[config.mk]
export PLATFORM = sky130hd
export DESIGN_NAME = load_store_unit
export DESIGN_NICKNAME = d
export VERILOG_FILES = /design/src/rtl/lsu_pkg.sv /design/src/rtl/load_extend.sv /design/src/rtl/load_store_unit.sv
export SDC_FILE = /design/constraint.sdc
export NUM_CORES = 1
export LEC_CHECK = 0
export CAP_MARGIN = 20
export CORE_MARGIN = 4
export CORE_UTILIZATION = 40
export DETAILED_ROUTE_END_ITERATION = 8
export PLACE_DENSITY = 0.65
export SYNTH_ARGS = -nofsm -noshare
export SYNTH_HDL_FRONTEND = slang
export SYNTH_SLANG_ARGS = --single-unit
[constraint.sdc]
create_clock -name clk -period 5.2 [get_ports clk]
set_clock_uncertainty 0.15 [all_clocks]
set_input_delay 1.3 -clock clk [delete_from_list [all_inputs] [get_ports clk]]
set_output_delay 1.3 -clock clk [all_outputs]
set_load 0.02 [all_outputs]
[src/rtl/lsu_pkg.sv]
// Shared types and helpers for the load/store unit: FSM states, access-type
// codes and the store lane / boundary-crossing helpers used at request accept.
package lsu_pkg;

    typedef enum logic [1:0] {
        IDLE = 2'd0,
        ACC0 = 2'd1,
        ACC1 = 2'd2,
        DONE = 2'd3
    } lsu_state_t;

    localparam logic [2:0] F3_B  = 3'b000;
    localparam logic [2:0] F3_H  = 3'b001;
    localparam logic [2:0] F3_W  = 3'b010;
    localparam logic [2:0] F3_BU = 3'b100;
    localparam logic [2:0] F3_HU = 3'b101;

    // Stores only take the signed-size codes; loads also accept the unsigned ones.
    function automatic logic f3_legal(input logic [2:0] f3, input logic store);
        logic base;
        base = (f3 == F3_B) || (f3 == F3_H) || (f3 == F3_W);
        if (store)
            return base;
        return base || (f3 == F3_BU) || (f3 == F3_HU);
    endfunction

    function automatic logic crosses(input logic [1:0] size, input logic [1:0] off);
        return ((size == 2'b01) && (off == 2'b11)) ||
               ((size == 2'b10) && (off != 2'b00));
    endfunction

    function automatic logic [7:0] lane_mask(input logic [1:0] size, input logic [1:0] off);
        logic [7:0] m;
        case (size)
            2'b00:   m = 8'b0000_0001;
            2'b01:   m = 8'b0000_0011;
            default: m = 8'b0000_1111;
        endcase
        return m << off;
    endfunction

    function automatic logic [63:0] lane_data(input logic [31:0] wdata, input logic [1:0] off);
        return {32'b0, wdata} << {off, 3'b000};
    endfunction

endpackage

[src/rtl/load_extend.sv]
// Aligns a (possibly two-word) load to byte 0, truncates it to the access
// size and sign- or zero-extends the result to 32 bits.
module load_extend
    import lsu_pkg::*;
(
    input  logic [63:0] data,
    input  logic [1:0]  off,
    input  logic [2:0]  funct3,
    output logic [31:0] result
);

    logic [31:0] shifted;

    assign shifted = 32'(data >> {off, 3'b000});

    always_comb begin
        result = '0;
        case (funct3)
            F3_B:    result = {{24{shifted[7]}}, shifted[7:0]};
            F3_H:    result = {{16{shifted[15]}}, shifted[15:0]};
            F3_W:    result = shifted;
            F3_BU:   result = {24'b0, shifted[7:0]};
            F3_HU:   result = {16'b0, shifted[15:0]};
            default: result = '0;
        endcase
    end

endmodule

[src/rtl/load_store_unit.sv]
// Core-side load/store unit: splits misaligned accesses into up to two
// word-aligned bus transactions and merges/extends load data on completion.
module load_store_unit
    import lsu_pkg::*;
#(
    parameter int ADDR_W = 32
) (
    input  logic              clk,
    input  logic              rst_n,
    input  logic              rd_en,
    input  logic              wr_en,
    input  logic [ADDR_W-1:0] addr,
    input  logic [31:0]       wdata,
    input  logic [2:0]        funct3,
    output logic [31:0]       rdata,
    output logic              stall,
    output logic              done,
    output logic              bus_req,
    output logic              bus_we,
    output logic [ADDR_W-1:0] bus_addr,
    output logic [31:0]       bus_wdata,
    output logic [3:0]        bus_be,
    input  logic              bus_ack,
    input  logic [31:0]       bus_rdata
);

    lsu_state_t  state;
    logic [1:0]  off_q;
    logic [2:0]  funct3_q;
    logic        store_q;
    logic        cross_q;
    logic [31:0] wdata_hi_q;
    logic [3:0]  be_hi_q;
    logic [31:0] lo_q;

    logic        req;
    logic        ack;
    logic [63:0] in_lanes;
    logic [7:0]  in_mask;
    logic [31:0] ext_lo;
    logic [31:0] load_result;

    assign req      = rd_en | wr_en;
    assign ack      = bus_ack & bus_req;
    assign in_lanes = lane_data(wdata, addr[1:0]);
    assign in_mask  = lane_mask(funct3[1:0], addr[1:0]);

    assign stall = ((state == IDLE) && req) || (state == ACC0) || (state == ACC1);

    // An aligned load completes in ACC0, so the live bus word is the low word there.
    assign ext_lo = (state == ACC1) ? lo_q : bus_rdata;

    load_extend u_load_extend (
        .data   ({bus_rdata, ext_lo}),
        .off    (off_q),
        .funct3 (funct3_q),
        .result (load_result)
    );

    always_ff @(posedge clk or negedge rst_n) begin
        if (!rst_n) begin
            state      <= IDLE;
            bus_req    <= 1'b0;
            bus_we     <= 1'b0;
            bus_be     <= '0;
            bus_addr   <= '0;
            bus_wdata  <= '0;
            rdata      <= '0;
            done       <= 1'b0;
            off_q      <= '0;
            funct3_q   <= '0;
            store_q    <= 1'b0;
            cross_q    <= 1'b0;
            wdata_hi_q <= '0;
            be_hi_q    <= '0;
            lo_q       <= '0;
        end else begin
            done <= 1'b0;
            case (state)
                IDLE: begin
                    if (req) begin
                        off_q      <= addr[1:0];
                        funct3_q   <= funct3;
                        store_q    <= wr_en;
                        cross_q    <= crosses(funct3[1:0], addr[1:0]);
                        wdata_hi_q <= in_lanes[63:32];
                        be_hi_q    <= wr_en ? in_mask[7:4] : 4'b0000;
                        if (f3_legal(funct3, wr_en)) begin
                            state     <= ACC0;
                            bus_req   <= 1'b1;
                            bus_we    <= wr_en;
                            bus_addr  <= {addr[ADDR_W-1:2], 2'b00};
                            bus_wdata <= in_lanes[31:0];
                            bus_be    <= wr_en ? in_mask[3:0] : 4'b0000;
                        end else begin
                            state <= DONE;
                            done  <= 1'b1;
                        end
                    end
                end
                ACC0: begin
                    if (ack) begin
                        lo_q <= bus_rdata;
                        if (cross_q) begin
                            state     <= ACC1;
                            bus_addr  <= bus_addr + ADDR_W'(4);
                            bus_wdata <= wdata_hi_q;
                            bus_be    <= be_hi_q;
                        end else begin
                            state   <= DONE;
                            done    <= 1'b1;
                            bus_req <= 1'b0;
                            bus_we  <= 1'b0;
                            bus_be  <= '0;
                            if (!store_q)
                                rdata <= load_result;
                        end
                    end
                end
                ACC1: begin
                    if (ack) begin
                        state   <= DONE;
                        done    <= 1'b1;
                        bus_req <= 1'b0;
                        bus_we  <= 1'b0;
                        bus_be  <= '0;
                        if (!store_q)
                            rdata <= load_result;
                    end
                end
                DONE:    state <= IDLE;
                default: state <= IDLE;
            endcase
        end
    end

endmodule
Word level (Yosys, flattened, before mapping)
Cells that the tools add are included.

word-level totals
  output and inout port bits = 104
  logic and storage cells = 120
  bits in read-only memories = 0
  memories = 0
  bits in latches = 0
  flip-flop bits (word level) = 180
  bits in writable memories = 0
  input port bits = 104

cells by class
  divide/modulo/power cells = 0
  $lt $le $gt $ge = 0
  shifts and indexed selects = 3
  $mul = 0
  reduce and logical (&&, ||, !) cells = 25
  $add $sub $neg = 1
  equal/unequal tests = 20
  multiplexer cells = 54
  bitwise gates (word level) = 2

operator list
  kind                                                  number
  two-way mux 32 bit                                    13
  case mux 32 bit (2 select lines)                      3
  case mux 32 bit (5 select lines)                      1
  << shifter 32 x 5 -> 64 bit                           1
  right shift 64 x 5 -> 32 bit                          1
  adder 32 x 3 -> 32 bit (second input constant)        1
  two-way mux 4 bit                                     7
  two-way mux 1 bit                                     20
  equality test 3 bit (second input constant)           4
  case mux 4 bit (3 select lines)                       1
  != test 2 bit (second input constant)                 5
  AND reduction 5 bit                                   2
  case mux 1 bit (3 select lines)                       3
  equality test 2 bit (second input constant)           4
  two-way mux 2 bit                                     4
  case mux 2 bit (4 select lines)                       1
  case mux 4 bit (2 select lines)                       1
  << shifter 8 x 2 -> 8 bit                             1
  logical OR 1 bit                                      7
  equality test 3 x 1 -> 1 bit (second input constant)  2
  equality test 3 x 2 -> 1 bit (second input constant)  2
  zero test 3 bit                                       2
  AND reduction 6 bit                                   1
  nonzero test 2 bit                                    3
  10 further kinds                                      15

Logic depth before layout (Yosys ltp)
Gate-level depths: netlist of the first run.

  word-level depth = 11
  mapped depth = 10

Hierarchy
A second synthesis of the first run with hierarchy kept.

second synthesis, totals
  cells, all modules = 937
  area total of the unflattened synthesis = 9751.9 µm²

modules (own cells, without submodules)
  module           area each (µm²)  cells each  times used  sequential area each (µm²)
  load_store_unit  8531.9           822         1           4229.1
  load_extend      1219.9           115         1           0.0

Worst setup path after synthesis of the first run
OpenSTA, ideal clock, no wires.

  kind = input to output
  from = input port wr_en
  to = output port stall
  required time = 3.750 ns
  arrival = 2.335 ns
  buffers on the path = 2
  slack = 1.415 ns
  stages = 5
  cell sequence = or2_1 > buf_2 > nand2_1 > clkbuf_1 > nand2_1

between the ends
  cells in the longest elaborated chain, start to end = 4

RTL lines
  item                            RTL line               RTL
  from (decl)                     load_store_unit.sv:11  input logic wr_en,
  OR 1 bit                        load_store_unit.sv:43  assign req = rd_en | wr_en;
  logical AND 1 bit               load_store_unit.sv:48  assign stall = ((state == IDLE) && req) || (state == ACC0) || (state == ACC1);
  logical OR 1 bit (2 in series)  load_store_unit.sv:48
  to (decl)                       load_store_unit.sv:16  output logic stall,

Every way passes these cells.

Worst setup path in the final report of the first run
Ends and elaborated chain as after synthesis.

==> key figures, run 1 <==
GRT
  • Number of global-route vias before repair: 8248
  • Initial antenna violation count: 2
  • Gr usage total: 21.4%
  • Global-route wire length before repair: 45.5 mm
  • Gr ovfl total: 0
  • Largest net degree at the start of global routing: between 100 and 150

Setup path
  • Worst reg2reg path endpoint: bus_wdata[7]
  • Setup crit start kind: input pin
  • Reg2Reg Depth: 10
  • Worst setup EP type: output port
  • Crit Path Class: in -> out
  • R2R Setup Slk: 1810 ps
  • Worst Path Arrival: around 3100 ps
  • Reg-to-Reg Start: state[1]
  • WP data required: 3750 ps
  • CP max FO: 8

STA
  • Slew Limit Fails: 0
  • Final Critical Period: 4500 ps
  • Final Cycle Share: approximately 87%
  • RSZ-0062 raised after global routing: false
  • Setup_tns: 0 ps
  • Rel. slew slack: between 20% and 30%
  • Final setup viols: 0
  • Slew @ Worst Pin: 1080 ps
  • Final Hold Fails: 0
  • Final hold slack: 323 ps
  • Fmax: 0.222 GHz

Floorplan
  • Num rows: 57
  • Die Area: 0.0271 mm2
  • Starting Density: 40.5%
  • I/O pin count: 208
  • Width of the die: 165 um
  • Core area: 0.0242 mm2
  • Die Height: 165 um

Worst hold path
  • Hold crit path type: reg -> reg
  • Hold Path End: store_q
  • Hold path cells: 2
  • Worst Min Path Start: store_q

Yosys
  • Post-synth top flop: dfrtp_1
  • Register bit total from synthesis: 169
  • Synth warn: 0
  • Mapped cell area: 0.00982 mm2
  • Seq/Total Area, Yosys: 43.1%
  • Number of synthesized flops with an enable pin: 0
  • Synth cell types: 54
  • Mapped Cells: 996
  • Avg Synthesized Cell Area: between 9 and 10 um2
  • FFs w/ async S/R, synth: 100%

Clocking
  • Clock sinks: 169
  • Clock Path Buffers: 2
  • H-tree depth: 4
  • Postcts setup bufs: 0
  • Skew-Pair Late Insertion Delay: roughly 440 ps
  • Clock root cell: clkbuf_16
  • # resized after CTS: 0
  • Clock-pin slew on the worst setup and hold paths: 70 ps
  • CTS Buf Count: 17
  • CTS Hold Bufs: 0
  • CTS tree: yes

Power
  • Peak VDD IR: 0.000286 V
  • P per Cell Area: a little over 600 mW/mm2
  • Leak Pwr: 5.22 nW

Detailed routing
  • Final WL: 28.9 mm
  • Drt pass-1 iters: 5
  • Vias: 8497
  • Antenna Violating Nets Remaining: 0
  • DR DRC count: 0
  • DR WL/cell: 19.2 um
  • Via/cell ratio: 5.65
  • Initial DRC count: between 500 and 600

Place
  • PortBufs: 205
  • RePlAce Congestion: 0.879
  • Dpl hpwl: 20.3 mm

Layout
  • Syn-to-layout area delta: 29.7%
  • Most frequent cells in the layout: clkdlybuf4s50_1, dfrtp_1, nand2_1
  • Nets: 1275
  • Ratio of cells with drive above 1 in the final layout: 15.5%
  • Most common cell after layout, fill and taps aside: clkdlybuf4s50_1

Job
  • Max-Cap Viols: 0

Status
  • Status: finished, final reports clean
-- routing by layer --
| metal | vias up | global-route usage (%) | share of wire [%] |
|---|---|---|---|
| li1 | 4029 | - | - |
| met1 | 4140 | 29.0 | 44 |
| met2 | 278 | 34.2 | 47 |
| met3 | 48 | 4.89 | 5.9 |
| met4 | 2 | 6.50 | 2.9 |
| met5 | - | 0 | 0.041 |
-- sequential cells by signal, indices dropped and copies added, names as in the netlist --
name and cells:
bus_wdata 32, store_q 1, bus_addr 30, bus_be 4
bus_req 1, funct3_q 3, lo_q 32, done 1
cross_q 1, be_hi_q 3, bus_we 1, state 2
wdata_hi_q 24, rdata 32, off_q 2
-- report_power, final --
part	internal (W)	switching (W)	leakage, nW
sequential	0.00193	0.000520	2.10
clock	0.000643	0.000612	0.288
combinational	0.00189	0.00219	2.83
-- through the flow --
stage	total power, W	instances	utilization (%)	worst slack (ps)	instance area [um2]
global placement	0.00647	1469	50.1	746	12100
floorplan	0.00505	997	-	1410	9820
detailed placement	0.00655	1469	50.1	714	12100
CTS	0.00783	1501	52.5	708	12700
finish	0.00778	1503	52.5	696	12700
global route	0.00833	1503	52.5	598	12700
-- worst max path at each step --
stage / startpoint / to / cells past startpoint
floorplan: wr_en / stall / 5
global placement: wr_en / stall / 5
detailed placement: wr_en / stall / 5
CTS: wr_en / stall / 5
global route: wr_en / stall / 5
finish: wr_en / stall / 5
-- cells by family after synthesis --
group           synth area share (%)
compound gates                  16.7
buf+inv                         3.61
mux                             20.4
flops                           43.1
other cells                   0.0382
fa+ha+maj                      0.764
simple gates                    15.4
-- cells in the mapped netlist, types with 13 or more instances --
cell type    n  share of area [%]
a21oi_1     34                1.7
a221o_1     16                1.6
a221oi_1    17                1.5
a22oi_1     22                1.7
and2_1      13               0.83
buf_2       16               0.82
clkbuf_1    46                1.8
dfrtp_1    169                 43
mux2_2      92                 11
mux2i_1     54                5.5
mux4_2      19                4.4
nand2_1    125                4.8
nand3_1     22                1.1
nor2_1      87                3.3
nor3_1      29                1.5
o211ai_1    19                1.5
o21ai_0     73                3.7
-- cell type report --
type / instances / area, um2
Timing Repair Buffer: 225 / 2220
Fill cell: 2161 / 11500
Inverter: 9 / 33.8
Multi-Input combinational cell: 743 / 5270
Tap cell: 324 / 405
Antenna cell: 1 / 2.50
Clock buffer: 17 / 425
Sequential cell: 169 / 4230
Clock inverter: 15 / 155
-- worst max-delay path: stages --
cell and delay [ps]:
clkdlybuf4s50_1 620, or2_1 300, nand2_2 100, nand2_1 100, clkdlybuf4s50_1 620
No activity file was read; power rests on OpenSTA's default activity.
==> run 2: changes to the inputs <==
--- a/config.mk
+++ b/config.mk
@@ -10,6 +10,7 @@
 export CORE_UTILIZATION = 40
 export DETAILED_ROUTE_END_ITERATION = 8
 export PLACE_DENSITY = 0.65
+export SKIP_CTS_REPAIR_TIMING = 1
 export SYNTH_ARGS = -nofsm -noshare
 export SYNTH_HDL_FRONTEND = slang
 export SYNTH_SLANG_ARGS = --single-unit
==> results of run 2 <==
Same layout as run 1: the final DEF is identical, and so are final timing and power.
==> run 3: changes to the inputs <==
--- a/config.mk
+++ b/config.mk
@@ -11,6 +11,8 @@
 export DETAILED_ROUTE_END_ITERATION = 8
 export PLACE_DENSITY = 0.65
 export SKIP_CTS_REPAIR_TIMING = 1
+export SLEW_MARGIN = 10
 export SYNTH_ARGS = -nofsm -noshare
 export SYNTH_HDL_FRONTEND = slang
+export SYNTH_HIERARCHICAL = 1
 export SYNTH_SLANG_ARGS = --single-unit
==> key figures, run 3 <==
Setup path
  • CP dominant cell by count: clkdlybuf4s50_1
  • WP data required: 3750 ps (about the same)
  • Setup crit start kind: input pin
  • Worst Path Arrival: 2840 ps (-210 ps)
  • Crit Path Class: in -> out
  • CP bufs+invs: 2 (unchanged)
  • Critical-path top delay cell: clkdlybuf4s50_1
  • Max incr delay on CP: 690 ps (+70 ps)
  • Critical Path, Cell by Cell: clkdlybuf4s50_1 > o21ai_4 > nand2_1 > clkdlybuf4s50_1
  • Beginning of the critical path: wr_en
  • Worst setup EP type: output port
  • Reg-to-Reg Start: state[0]
  • Crit path max-delay family: buffers and inverters
  • CP max FO: 9 (+1)

Status
  • Status: finished, final reports clean

Yosys
  • Register bit total from synthesis: 169 (unchanged)
  • Largest cells by area after synthesis: dfrtp_1, mux2_2, mux4_2
  • Mapped cell area: 0.00975 mm2 (-0.70%)
  • Seq/Total Area, Yosys: 43.4% (+0.30 points)
  • Post-synth top flop: dfrtp_1
  • Synth area leader: dfrtp_1
  • Top cells by count, synth: dfrtp_1, mux2_2, nand2_1
  • Synth cell types: 59 (+9.3%)
  • Avg Synthesized Cell Area: 10.4 um2 (+5.6%)
  • Top-area cell type share of the netlist area: 43.4% (+0.30 points)
  • FFs w/ async S/R, synth: 100% (unchanged)
  • Number of synthesized flops with an enable pin: 0 (unchanged)
  • Mapped Cells: 937 (-5.9%)
  • Synth warn: 6 (+6)
  • Most numerous cell in the Yosys netlist: dfrtp_1

Power
  • Leak Pwr: 5.13 nW (-1.7%)
  • Clk pwr share: 16.9% (+0.8 points)
  • Switching part of the total: 40.6% (-2.1 points)
  • P_int: 0.00478 W (+7.2%)
  • Power consumption: 0.00805 W (+3.4%)
  • Combinational power share: 52.8% (+0.4 points)
  • Switching pwr: 0.00327 W (-1.6%)
  • Peak VDD IR: 0.000280 V (-2.1%)
  • P per Cell Area: 636 mW/mm2 (+4.1%)
  • Seq pwr share: 30.4% (-1.0 points)

STA
  • Final setup viols: 0 (unchanged)
  • Fmax: 0.233 GHz (+5.0%)
  • RSZ-0062 raised after global routing: false
  • Final Cycle Share: 82.5% (-4.1 points)
  • Slew Limit Fails: 0 (unchanged)
  • Setup_tns: 0 ps (unchanged)
  • Rel. slew slack: 32.0% (+4.2 points)
  • Final Critical Period: 4290 ps (-215 ps)
  • Final Hold Fails: 0 (unchanged)
  • Slew @ Worst Pin: 1010 ps (-63.1 ps)

Floorplan
  • Die Area: 0.0269 mm2 (-0.67%)
  • Die Height: 164 um (-0.33%)
  • Width of the die: 164 um (-0.33%)
  • Num rows: 56 (-1.8%)
  • Core area: 0.0238 mm2 (-2.0%)
  • Starting Density: 41.1% (+0.56 points)
  • I/O pin count: 208 (unchanged)

Clocking
  • H-tree depth: 4 (unchanged)
  • Clock root cell: clkbuf_16
  • CTS Buf Count: 17 (unchanged)
  • Clock Path Buffers: 2 (unchanged)
  • Clock sinks: 169 (unchanged)
  • Skew-Pair Late Insertion Delay: 430 ps (about the same)
  • CTS tree: yes
  • Clock-pin slew on the worst setup and hold paths: 60 ps (about the same)

Detailed routing
  • Final WL: 28.0 mm (-3.3%)
  • Drt pass-1 iters: 5 (unchanged)
  • Initial DRC count: 668 (+14%)
  • Vias: 8167 (-3.9%)
  • Via/cell ratio: 5.69 (+0.67%)
  • Antenna Violating Nets Remaining: 0 (unchanged)
  • DR WL/cell: 19.5 um (+1.3%)
  • DR DRC count: 0 (unchanged)

Layout
  • Biggest regs: bus_wdata x32, lo_q x32, rdata x32
  • Most common cell after layout, fill and taps aside: clkdlybuf4s50_1
  • Syn-to-layout area delta: 29.8% (about the same)
  • Nets: 1212 (-4.9%)
  • Most frequent cells in the layout: clkdlybuf4s50_1, dfrtp_1, mux2_2
  • Ratio of cells with drive above 1 in the final layout: 19.2% (+3.7 points)
  • Post-layout util: 53.3% (+0.76 points)

GRT
  • Gr ovfl total: 0 (unchanged)
  • Largest net degree at the start of global routing: 107 (+1.9%)
  • Global-route wire length before repair: 44.6 mm (-1.9%)
  • Number of global-route vias before repair: 8003 (-3.0%)
  • Gr usage total: 20.8% (-0.51 points)
  • Initial antenna violation count: 3 (+1)

Place
  • Dpl hpwl: 19.5 mm (-4.0%)
  • RePlAce Congestion: 0.881 (+0.23%)
  • PortBufs: 205 (unchanged)

Worst hold path
  • Hold crit path type: reg -> reg
  • Worst Min Path Start: be_hi_q[2]

Job
  • Max-Cap Viols: 0 (unchanged)
## run 3: changes by cell type after synthesis, sizes merged, moves of 12 or more
cell	previous run	this run
nor2	87	64
mux2i	54	22
mux4	19	31
a221o	16	0
a21oi	34	18
mux2	92	121
nor3	30	18
nand2	125	111
## run 3: final timing paths
path	end	slack, ps	cells after the start
worst max-delay path	stall	910	4
worst min-delay path	be_hi_q[2]	320	2
worst max register to register	rdata[26]	1690	7
worst min register to register	be_hi_q[2]	320	2
max in group asynchronous	lo_q[16]	3120	3
min in group asynchronous	lo_q[25]	690	1
## run 3: power groups by stage
stage / logic [W] / registers, W / clock network (W)
finish: 0.00425 / 0.00245 / 0.00136
detailed placement: 0.00418 / 0.00250 / 0
global route: 0.00462 / 0.00253 / 0.00144
CTS: 0.00420 / 0.00249 / 0.00139
global placement: 0.00413 / 0.00249 / 0
floorplan: 0.00247 / 0.00272 / 0
## run 3: worst min-delay path, cell delays in order, from the launching register on
cell	delay, ps
dfrtp_1	350
nand2_1	50
nand2_1	50
## run 3: metal layers
metal	vias up	GRT usage, %	part of all wire, %	wire, um
met4	2	7.05	2.2	628
met3	43	4.39	6.1	1710
met2	271	31.6	46	12800
met5	-	0	0.029	8
li1	3826	-	-	-
met1	4025	29.8	46	12900
## run 3: kinds of logic after synthesis
group,count (synthesis),synth area share [%]
buf+inv,93,4.36
fa+ha+maj,6,0.770
flops,169,43.4
simple gates,286,13.7
compound gates,208,14.2
mux,174,23.5
other cells,1,0.0385
## run 3: area by class of cell
type / count / area, um2
antenna: 2 / 5.00
clock buffer: 18 / 439
clock inverter: 13 / 180
fill: 2134 / 11100
inverter: 15 / 56.3
multi-input combinational: 676 / 5120
sequential: 169 / 4230
tap: 319 / 399
timing repair buffer: 223 / 2230
## run 3: through the flow
| stage | instances | cell area [um2] | setup WS, ps | hold WS (ps) |
|---|---|---|---|---|
| after floorplan | 938 | 9760 | 1430 | 289 |
| after global placement | 1400 | 12000 | 930 | 308 |
| after detailed placement | 1400 | 12000 | 921 | 315 |
| after CTS | 1431 | 12600 | 913 | 330 |
| after global routing | 1435 | 12700 | 860 | 346 |
| final | 1435 | 12700 | 910 | 324 |
